--- config.mk ---
export PLATFORM = sky130hd
export DESIGN_NAME = avalon_pix_fetch
export DESIGN_NICKNAME = d
export VERILOG_FILES = /design/src/rtl/avalon_pix_pkg.sv /design/src/rtl/pix_credit_counter.sv /design/src/rtl/avalon_pix_fetch.sv
export SDC_FILE = /design/constraint.sdc
export NUM_CORES = 1
export LEC_CHECK = 0
export CAP_MARGIN = 20
export CORE_MARGIN = 2
export CORE_UTILIZATION = 57
export CTS_CLUSTER_SIZE = 30
export DETAILED_ROUTE_END_ITERATION = 12
export PLACE_DENSITY = 0.8
export SYNTH_ARGS = -nofsm -noshare
export SYNTH_HDL_FRONTEND = slang
export SYNTH_SLANG_ARGS = --single-unit
export TNS_END_PERCENT = 30
--- constraint.sdc ---
create_clock -name clk -period 24.1 [get_ports clk]
set_input_delay 4.82 -clock clk [delete_from_list [all_inputs] [get_ports clk]]
set_output_delay 4.82 -clock clk [all_outputs]
set_load 0.005 [all_outputs]
--- src/rtl/avalon_pix_pkg.sv ---
// Shared types and constants for the frame scan-out fetch engine.
package avalon_pix_pkg;

    typedef enum logic [1:0] {
        IDLE  = 2'd0,
        CALC  = 2'd1,
        REQ   = 2'd2,
        DRAIN = 2'd3
    } state_e;

    localparam logic [1:0] REG_CTRL   = 2'd0;
    localparam logic [1:0] REG_STRIDE = 2'd1;
    localparam logic [1:0] REG_WIDTH  = 2'd2;
    localparam logic [1:0] REG_HEIGHT = 2'd3;

    localparam int BURST_LIMIT = 64;

    // Burst length is the smaller of the configured maximum and what is left on the line.
    function automatic logic [6:0] burst_len(input logic [15:0] beats_left, input int burst);
        if (beats_left > 16'(burst)) begin
            return 7'(burst);
        end
        return beats_left[6:0];
    endfunction

endpackage

--- src/rtl/pix_credit_counter.sv ---
// Saturating counter: +1 (ignored at MAX) and a multi-unit decrement (clamped at 0) per cycle.
module pix_credit_counter #(
    parameter int CW  = 9,
    parameter int MAX = 256
) (
    input  logic          clk,
    input  logic          reset,
    input  logic          inc,
    input  logic          dec_en,
    input  logic [CW-1:0] dec_amt,
    output logic [CW-1:0] count
);

    localparam logic [CW-1:0] MAX_V = CW'(MAX);

    logic [CW-1:0] count_q, count_d;
    logic [CW:0]   sum;

    always_comb begin
        sum     = {1'b0, count_q} + {{CW{1'b0}}, (inc && (count_q != MAX_V))};
        count_d = sum[CW-1:0];
        if (dec_en) begin
            if (sum < {1'b0, dec_amt}) begin
                count_d = '0;
            end else begin
                count_d = sum[CW-1:0] - dec_amt;
            end
        end
    end

    always_ff @(posedge clk or posedge reset) begin
        if (reset) begin
            count_q <= MAX_V;
        end else begin
            count_q <= count_d;
        end
    end

    assign count = count_q;

endmodule

--- src/rtl/avalon_pix_fetch.sv ---
// Frame scan-out scheduler: walks a rectangular frame and issues credit-limited
// Avalon burst reads, restarting cleanly when vsync arrives mid-frame.
module avalon_pix_fetch
    import avalon_pix_pkg::*;
#(
    parameter int BURST      = 32,
    parameter int FIFO_DEPTH = 256,
    parameter int CW         = 9
) (
    input  logic        clk,
    input  logic        reset,
    input  logic        vsync,
    input  logic [1:0]  control_address,
    input  logic        control_write,
    input  logic [31:0] control_writedata,
    output logic [31:0] master_address,
    output logic [6:0]  master_burstcount,
    output logic        master_read,
    input  logic        master_readdatavalid,
    input  logic        master_waitrequest,
    input  logic        beat_pop,
    output logic        busy,
    output logic        frame_done,
    output logic        frame_late
);

    localparam logic [CW-1:0] DEPTH_V = CW'(FIFO_DEPTH);

    state_e      state_q, state_d;
    logic        enable_q, enable_d;
    logic [30:0] start_q, start_d;
    logic [15:0] stride_q, stride_d;
    logic [15:0] width_q, width_d;
    logic [15:0] height_q, height_d;
    logic [15:0] sh_stride_q, sh_stride_d;
    logic [15:0] sh_width_q, sh_width_d;
    logic [31:0] line_addr_q, line_addr_d;
    logic [31:0] addr_q, addr_d;
    logic [15:0] lines_left_q, lines_left_d;
    logic [15:0] beats_left_q, beats_left_d;
    logic        abort_q, abort_d;
    logic        master_read_q, master_read_d;
    logic [31:0] master_address_q, master_address_d;
    logic [6:0]  master_burstcount_q, master_burstcount_d;
    logic        busy_q, busy_d;
    logic        frame_done_q, frame_done_d;
    logic        frame_late_q, frame_late_d;

    logic          accept;
    logic          abort_now;
    logic [6:0]    len_c;
    logic [15:0]   beats_next;
    logic [15:0]   lines_next;
    logic [CW-1:0] credits;
    logic [CW-1:0] free_slots;
    logic [CW-1:0] outstanding;

    assign accept      = master_read_q & ~master_waitrequest;
    assign outstanding = DEPTH_V - free_slots;

    pix_credit_counter #(
        .CW (CW),
        .MAX(FIFO_DEPTH)
    ) u_credits (
        .clk    (clk),
        .reset  (reset),
        .inc    (beat_pop),
        .dec_en (accept),
        .dec_amt(CW'(master_burstcount_q)),
        .count  (credits)
    );

    // Counts slots not yet requested; outstanding beats are its complement, so a
    // stray readdatavalid at zero outstanding saturates instead of wrapping.
    pix_credit_counter #(
        .CW (CW),
        .MAX(FIFO_DEPTH)
    ) u_outstanding (
        .clk    (clk),
        .reset  (reset),
        .inc    (master_readdatavalid),
        .dec_en (accept),
        .dec_amt(CW'(master_burstcount_q)),
        .count  (free_slots)
    );

    always_comb begin
        state_d             = state_q;
        enable_d            = enable_q;
        start_d             = start_q;
        stride_d            = stride_q;
        width_d             = width_q;
        height_d            = height_q;
        sh_stride_d         = sh_stride_q;
        sh_width_d          = sh_width_q;
        line_addr_d         = line_addr_q;
        addr_d              = addr_q;
        lines_left_d        = lines_left_q;
        beats_left_d        = beats_left_q;
        master_read_d       = master_read_q;
        master_address_d    = master_address_q;
        master_burstcount_d = master_burstcount_q;
        frame_done_d        = 1'b0;
        frame_late_d        = vsync & busy_q;
        abort_now           = abort_q | (vsync & busy_q);
        abort_d             = abort_now;
        len_c               = burst_len(beats_left_q, BURST);
        beats_next          = beats_left_q;
        lines_next          = lines_left_q;

        if (control_write) begin
            case (control_address)
                REG_CTRL: begin
                    enable_d = control_writedata[0];
                    start_d  = control_writedata[31:1];
                end
                REG_STRIDE: stride_d = control_writedata[15:0];
                REG_WIDTH:  width_d  = control_writedata[15:0];
                default:    height_d = control_writedata[15:0];
            endcase
        end

        case (state_q)
            IDLE: begin
                if (vsync && enable_q) begin
                    sh_stride_d  = stride_q;
                    sh_width_d   = width_q;
                    line_addr_d  = {1'b0, start_q};
                    addr_d       = {1'b0, start_q};
                    lines_left_d = height_q;
                    beats_left_d = width_q;
                    state_d      = (width_q == '0 || height_q == '0) ? DRAIN : CALC;
                end
            end
            CALC: begin
                if (abort_now) begin
                    state_d = DRAIN;
                end else if (credits >= CW'(len_c)) begin
                    state_d             = REQ;
                    master_read_d       = 1'b1;
                    master_address_d    = addr_q;
                    master_burstcount_d = len_c;
                end
            end
            REQ: begin
                if (accept) begin
                    master_read_d = 1'b0;
                    addr_d        = addr_q + 32'(master_burstcount_q);
                    beats_next    = beats_left_q - 16'(master_burstcount_q);
                    if (beats_next == '0) begin
                        lines_next  = lines_left_q - 16'd1;
                        line_addr_d = line_addr_q + 32'(sh_stride_q);
                        addr_d      = line_addr_q + 32'(sh_stride_q);
                        beats_next  = sh_width_q;
                    end
                    beats_left_d = beats_next;
                    lines_left_d = lines_next;
                    state_d      = (lines_next == '0 || abort_now) ? DRAIN : CALC;
                end
            end
            default: begin
                if (outstanding == '0) begin
                    if (abort_now) begin
                        abort_d      = 1'b0;
                        sh_stride_d  = stride_q;
                        sh_width_d   = width_q;
                        line_addr_d  = {1'b0, start_q};
                        addr_d       = {1'b0, start_q};
                        lines_left_d = height_q;
                        beats_left_d = width_q;
                        // An empty reloaded frame still finishes through DRAIN with a frame_done.
                        state_d      = (width_q == '0 || height_q == '0) ? DRAIN : CALC;
                    end else begin
                        frame_done_d = 1'b1;
                        state_d      = IDLE;
                    end
                end
            end
        endcase

        busy_d = (state_d != IDLE);
    end

    always_ff @(posedge clk or posedge reset) begin
        if (reset) begin
            state_q             <= IDLE;
            enable_q            <= 1'b0;
            start_q             <= '0;
            stride_q            <= '0;
            width_q             <= '0;
            height_q            <= '0;
            sh_stride_q         <= '0;
            sh_width_q          <= '0;
            line_addr_q         <= '0;
            addr_q              <= '0;
            lines_left_q        <= '0;
            beats_left_q        <= '0;
            abort_q             <= 1'b0;
            master_read_q       <= 1'b0;
            master_address_q    <= '0;
            master_burstcount_q <= '0;
            busy_q              <= 1'b0;
            frame_done_q        <= 1'b0;
            frame_late_q        <= 1'b0;
        end else begin
            state_q             <= state_d;
            enable_q            <= enable_d;
            start_q             <= start_d;
            stride_q            <= stride_d;
            width_q             <= width_d;
            height_q            <= height_d;
            sh_stride_q         <= sh_stride_d;
            sh_width_q          <= sh_width_d;
            line_addr_q         <= line_addr_d;
            addr_q              <= addr_d;
            lines_left_q        <= lines_left_d;
            beats_left_q        <= beats_left_d;
            abort_q             <= abort_d;
            master_read_q       <= master_read_d;
            master_address_q    <= master_address_d;
            master_burstcount_q <= master_burstcount_d;
            busy_q              <= busy_d;
            frame_done_q        <= frame_done_d;
            frame_late_q        <= frame_late_d;
        end
    end

    assign master_read       = master_read_q;
    assign master_address    = master_address_q;
    assign master_burstcount = master_burstcount_q;
    assign busy              = busy_q;
    assign frame_done        = frame_done_q;
    assign frame_late        = frame_late_q;

endmodule

## Word level (Yosys, flattened, before mapping)

Index checks and enable logic that the tools add are counted.
Widths: inputs -> output; s select.

| storage, ports and cells | value |
|---|---|
| register bits after elaboration | 272 |
| bits of input ports | 41 |
| output and inout bits | 43 |
| logic and storage cells | 136 |

| operators by class | value |
|---|---|
| $add $sub $neg | 9 |
| order comparisons | 4 |
| equality and inequality tests | 11 |
| muxes and demuxes | 53 |
| bitwise operators | 8 |
| reduce and logical (&&, ||, !) cells | 30 |

Operators by type and width:

| cell | number |
|---|---|
| $mux 16 | 15 |
| $mux 32 | 7 |
| $pmux 32 s3 | 2 |
| $pmux 16 s3 | 2 |
| $logic_not 16->1 | 4 |
| $pmux 16 s2 | 2 |
| $mux 9 | 4 |
| $add 32x16->32 | 1 |
| $add 32x7->32 | 1 |
| $add 9x1->10 | 2 |
| $lt 10x7->1 | 2 |
| $ne 9x9->1 const B | 2 |
| $sub 9x7->9 | 2 |
| $gt 16x6->1 const B | 1 |
| $mux 2 | 8 |
| $sub 16x1->16 const B | 1 |
| $sub 16x7->16 | 1 |
| $mux 7 | 2 |
| $ne 2x2->1 const B | 5 |
| $ge 9x7->1 | 1 |
| $logic_not 9->1 | 1 |
| $mux 1 | 9 |
| $sub 9x9->9 const A | 1 |
| $reduce_and 2->1 | 4 |
| 18 further kinds | 35 |

## Longest topological paths before layout

| depth | value |
|---|---|
| word-level depth | 11 |
| depth in mapped cells | 17 |
| mapped depth without buffers | 17 |

## Cells and area by module

A second synthesis with hierarchy kept.

| unflattened totals | value |
|---|---|
| cell total of the unflattened synthesis | 1,564 |
| area total of the unflattened synthesis | 15,686.3 um^2 |

Modules (own cells, without submodules):

| module | instances | cells an instance | area each (um^2) | seq. area each (um^2) |
|---|---|---|---|---|
| avalon_pix_fetch | 1 | 1,342 | 13,721.9 | 6,356.1 |
| pix_credit_counter (u_outstanding) | 1 | 104 | 984.7 | 226.5 |
| pix_credit_counter (u_credits) | 1 | 118 | 979.7 | 226.5 |

## Least setup slack after synthesis

Ideal clock, no wire load.

| path | value |
|---|---|
| path kind | in2reg |
| start point | input port master_readdatavalid |
| end point | register u_outstanding.count_q[8], in the netlist u_outstanding.count[8] |
| setup time | 0.075 ns |
| arrival | 7.252 ns |
| slack | 16.773 ns |
| stages | 14 |
| buffers on the path | 0 |
| cells stage by stage | nor2b_1 > ha_1 > ha_1 > xor2_1 > ha_1 > nor2b_1 > o21ai_0 > nand2b_1 > a21o_1 > a21o_1 > a211oi_1 > nand2_1 > mux2_2 > mux2i_1 |

| between the ends | value |
|---|---|
| cells in the longest elaborated chain, start to end | 5 |
| elaborated cells on any way between the ends | 6 |
| classes of those cells | add/sub: 2; order compare: 1; mux: 2; reduce/logical: 1 |

RTL lines:

| item | RTL line | RTL |
|---|---|---|
| from (decl) | avalon_pix_fetch.sv:19 | `input logic master_readdatavalid,` |
| $logic_and 1x1->1 (*) | pix_credit_counter.sv:20 | `sum = {1'b0, count_q} + {{CW{1'b0}}, (inc && (count_q != MAX_V))};` |
| $add 9x1->10 (*) | pix_credit_counter.sv:20 |  |
| $sub 9x7->9 / $lt 10x7->1 (equally long branches) | pix_credit_counter.sv:26, pix_credit_counter.sv:23 |  |
| $mux 9 | pix_credit_counter.sv:23 | `if (sum < {1'b0, dec_amt}) begin` |
| $mux 9 (*) | pix_credit_counter.sv:22 | `if (dec_en) begin` |
| net u_outstanding.count_d[8] | pix_credit_counter.sv:16 | `logic [CW-1:0] count_q, count_d;` |
| to (signal assigned) | pix_credit_counter.sv:35 | `count_q <= count_d;` |
| to (decl) | pix_credit_counter.sv:16 |  |

Mark *: on every way through the listed nets, which the timed path passes. The rest lies on a longest branch.
A chain may end at the register's enable or synchronous reset.

## Worst setup path in the final report

| path | value |
|---|---|
| start point | input port master_waitrequest |
| end point | register beats_left_q[15] |

| between the ends | value |
|---|---|
| cells in the longest elaborated chain, start to end | 4 |

RTL lines:

| item | RTL line | RTL |
|---|---|---|
| from (decl) | avalon_pix_fetch.sv:20 | `input logic master_waitrequest,` |
| $not 1->1 | avalon_pix_fetch.sv:58 | `assign accept = master_read_q & ~master_waitrequest;` |
| $and 1x1->1 | avalon_pix_fetch.sv:58 |  |
| $ne 2x2->1 (no source line) | n/a |  |
| $reduce_and 5->1 (no source line) | n/a |  |
| to (signal assigned) | avalon_pix_fetch.sv:217 | `beats_left_q <= beats_left_d;` |
| to (decl) | avalon_pix_fetch.sv:40 | `logic [15:0] beats_left_q, beats_left_d;` |

No other way between the ends.

==> impl_results.md <==
- Final hold violations: 0
- Number of synthesized flops with an enable pin: 0
- Largest net degree at the start of global routing: 143
- Design Area, Final: 0.0177 mm2
- GPL Wtd Cong: 0.913
- Finished Layout Cells: 1,976
- DP Wirelength: 28.5 mm
- Core footprint: 0.0268 mm2
- Clock Skews: 21.7 ps
- Crit path max fanout: 63
- Clock-pin slew on the worst setup and hold paths: 60 ps
- Worst rel slew slack: 0.180
- Final period utilization: 0.323
- Vias in the first global route: 12,500
- VDD IR max: 0.0983 mV
- DRC Markers: 0
- CP Class: in -> reg
- Hold wc startpoint: line_addr_q[5]
- Sequential cell area fraction in the yosys report: 0.440
- Leakage power: 7.59 nW
- Syn_area_per_cell: 9.95 um2
- # nets final: 1,719
- R2R Setup Slk: 19,590 ps
- Routed via count: 12,700
- Routed WL per cell: 20.9 um
- Crit path launch type: input pin
- Max Buffers Root-to-Sink: 3
- WP data arrival: 8180 ps
- Initial DRC Count: 1,290
- WHS Path Cells: 2
- Max Cap Viol: 0
- Final setup violation count: 0
- Initial antenna violation count: 0
- H-tree levels: 1
- Inst Count DP: 1,920
- Port Buffers: 83
- Required @ worst endpoint: 24,500 ps
- Total setup buffers inserted after CTS: 0
- CTS tree: built
- Clock latency on the worst-skew pair: 570 ps
- PwrDens: 143 mW/mm2
- Layout cells sized above 1: 0.153
- Number of placement rows: 60
- Min-delay worst type: reg -> reg
- Post-route ant nets: 0
- Top cell family by delay on the critical path: compound AO/OA/AOI/OAI gates
- Total track usage: 0.295
- CP peak stage delay: 700 ps
- Reg-to-reg critical path endpoint: line_addr_q[29]
- Root buffer cell: clkbuf_16
- Mapped Area: 0.0155 mm2
- Dpl cell area: 0.0166 mm2
- Syn nets: 1,663
- First-pass GRT wire length: 67.3 mm
- Fin crit period: 7780 ps
- Worst-margin pin slew: 1220 ps
- Maximum clock rate: 129 MHz
- GRT overflow: 0
- Die ar.: 0.0285 mm2
- WL final: 41.3 mm
- Main synth FF type: dfrtp_1
- Die width: 169 um
- Slowest-stage cell, CP: a21oi_4
- Post-CTS Hold Buffers: 0
- YS warnings: 0
- Layout area overhead: 14.0%
- CTS Buf Count: 30
- Max-slew violations: 0
- Flops & latches, synth: 272
- Fillers: 2,065
- Post-synth cell types: 74
- Crit path cell chain: clkdlybuf4s50_1 > nand2b_1 > a21oi_1 > o21ai_0 > a21oi_4 > buf_4 > nand4_1 > a221oi_1 > a211oi_1
- Util after Layout: 0.659
- DRT Pass-1 Iters: 5
- Design Power: 0.00253 W
- Hold EP: line_addr_q[5]
- Post-CTS sizing: 0
- Buffers & Inverters on Critical Path: 2
- # IOs: 84
- Initial Utilization: 0.578
- TNS Setup: 0 ps
- DIE HEIGHT: 169 um
- Nature of the critical path endpoint: flip-flop
- Outcome: completed
- Origin of the critical flop-to-flop path: master_burstcount[6]
- Post-Syn Instances: 1,556
- RSZ-0062 raised after global routing: false
- Worst reg2reg path depth: 11
- Share of synthesized registers carrying an async set or reset: 1.00
- CTS Sinks: 272
- Drt via density: 6.41
-- Yosys cell counts, types with 24 or more instances --
master    instances  share of area
ha_1             61          0.049
xnor2_1          40          0.023
inv_1            44          0.011
a31oi_1          31          0.013
nand4_1          25          0.010
nor2_1           84          0.020
a21oi_1          91          0.029
clkbuf_1         61          0.015
nand2_1         147          0.036
mux2_2          148           0.11
a21o_1           31          0.015
xor2_1           25          0.014
nor3_1           24         0.0078
o21ai_0         109          0.035
dfrtp_1         270           0.44
o22ai_1          34          0.014
nand3_1          36          0.012
-- metal layers --
layer,routed length (um),part of all wire,global-route usage,vias to the layer above
li1,-,-,-,5850
met1,18500,0.45,0.430,6197
met2,18400,0.45,0.452,543
met3,3380,0.082,0.0468,81
met4,1070,0.026,0.0948,0
met5,0,0,0,-
-- sequential cells by signal (all words and copies together), names as in the netlist, 9 cells and up --
name,flops
lines_left_q,16
master_address,32
beats_left_q,16
sh_stride_q,16
addr_q,32
width_q,16
u_outstanding.count,9
height_q,16
start_q,31
sh_width_q,16
stride_q,16
line_addr_q,32
u_credits.count,9
-- placed cells by master, fill, tap and decap left out, drive strengths merged, types with 6 or more instances in the layout --
| cell type | count |
|---|---|
| a31o | 11 |
| a211o | 6 |
| a31oi | 31 |
| o22ai | 34 |
| clkbuf | 40 |
| clkdlybuf4s50 | 83 |
| nand2b | 13 |
| a222oi | 6 |
| dfrtp | 270 |
| inv | 45 |
| o211ai | 6 |
| or4 | 8 |
| xor2 | 25 |
| nand4 | 25 |
| xnor2 | 40 |
| o21ai | 112 |
| nand3 | 36 |
| and3 | 19 |
| mux2 | 148 |
| ha | 61 |
| o21a | 7 |
| a21oi | 91 |
| nor2b | 20 |
| and2 | 14 |
| clkinv | 7 |
| nor4 | 19 |
| buf | 18 |
| mux2i | 17 |
| a211oi | 20 |
| a21o | 31 |
| or3 | 8 |
| nand3b | 7 |
| nor3 | 24 |
| a22oi | 13 |
| nand2 | 147 |
| a22o | 6 |
| nor2 | 84 |
-- power breakdown --
group,switching [W],internal (W)
Sequential,0.000185,0.000628
Combinational,0.000707,0.000529
Clock,0.000185,0.000292
Total,0.00108,0.00145
-- cells by family (layout without fill, tap and decap cells) --
logic type                 Yosys count  after routing  synth area share
buffers and inverters              121            199            0.0317
xor gates and xnor gates            65             65            0.0368
other                                1              2          0.000242
muxes                              165            165             0.119
DFF                                272            272             0.440
AOI/OAI and AO/OA                  422            422             0.174
adders and majority gates           66             66            0.0557
and+or+nand+nor                    444            444             0.143
-- worst reg2reg max path: cells and delay by family (launching register included) --
kind / cells / cell delay [ps]
flops: 1 / 410
compound gates: 5 / 1300
buf+inv: 1 / 190
simple gates: 4 / 2170
fa+ha+maj: 1 / 330
-- area by class of cell --
class                   instances  area, um2  share of cell area
diodes                          1       2.50            0.000142
clock buffers                  40        818              0.0463
clock inverters                14        216              0.0123
inverters                      44        173             0.00978
multi-input cells            1163       8230               0.466
flip-flops and latches        272       6810               0.385
well taps                     341        427              0.0242
repair buffers                101        986              0.0558
-- worst max-delay path by stage --
stage	slack (ps)	cells past startpoint	to	start
after CTS	16400	9	beats_left_q[15]	master_waitrequest
final	16320	9	beats_left_q[15]	master_waitrequest
after floorplan	11790	1	abort_q	reset
after detailed placement	15850	9	beats_left_q[15]	master_waitrequest
after global placement	15900	9	line_addr_q[28]	master_waitrequest
after global routing	16150	9	beats_left_q[15]	master_waitrequest
-- metrics by stage --
stage	hold WS, ps	worst slack (ps)
2_1_floorplan	443	11790
3_3_place_gp	456	15900
3_5_place_dp	464	15850
4_1_cts	478	16400
5_1_grt	511	16150
6_report	473	16320
Power figures use the tool's default switching activity.
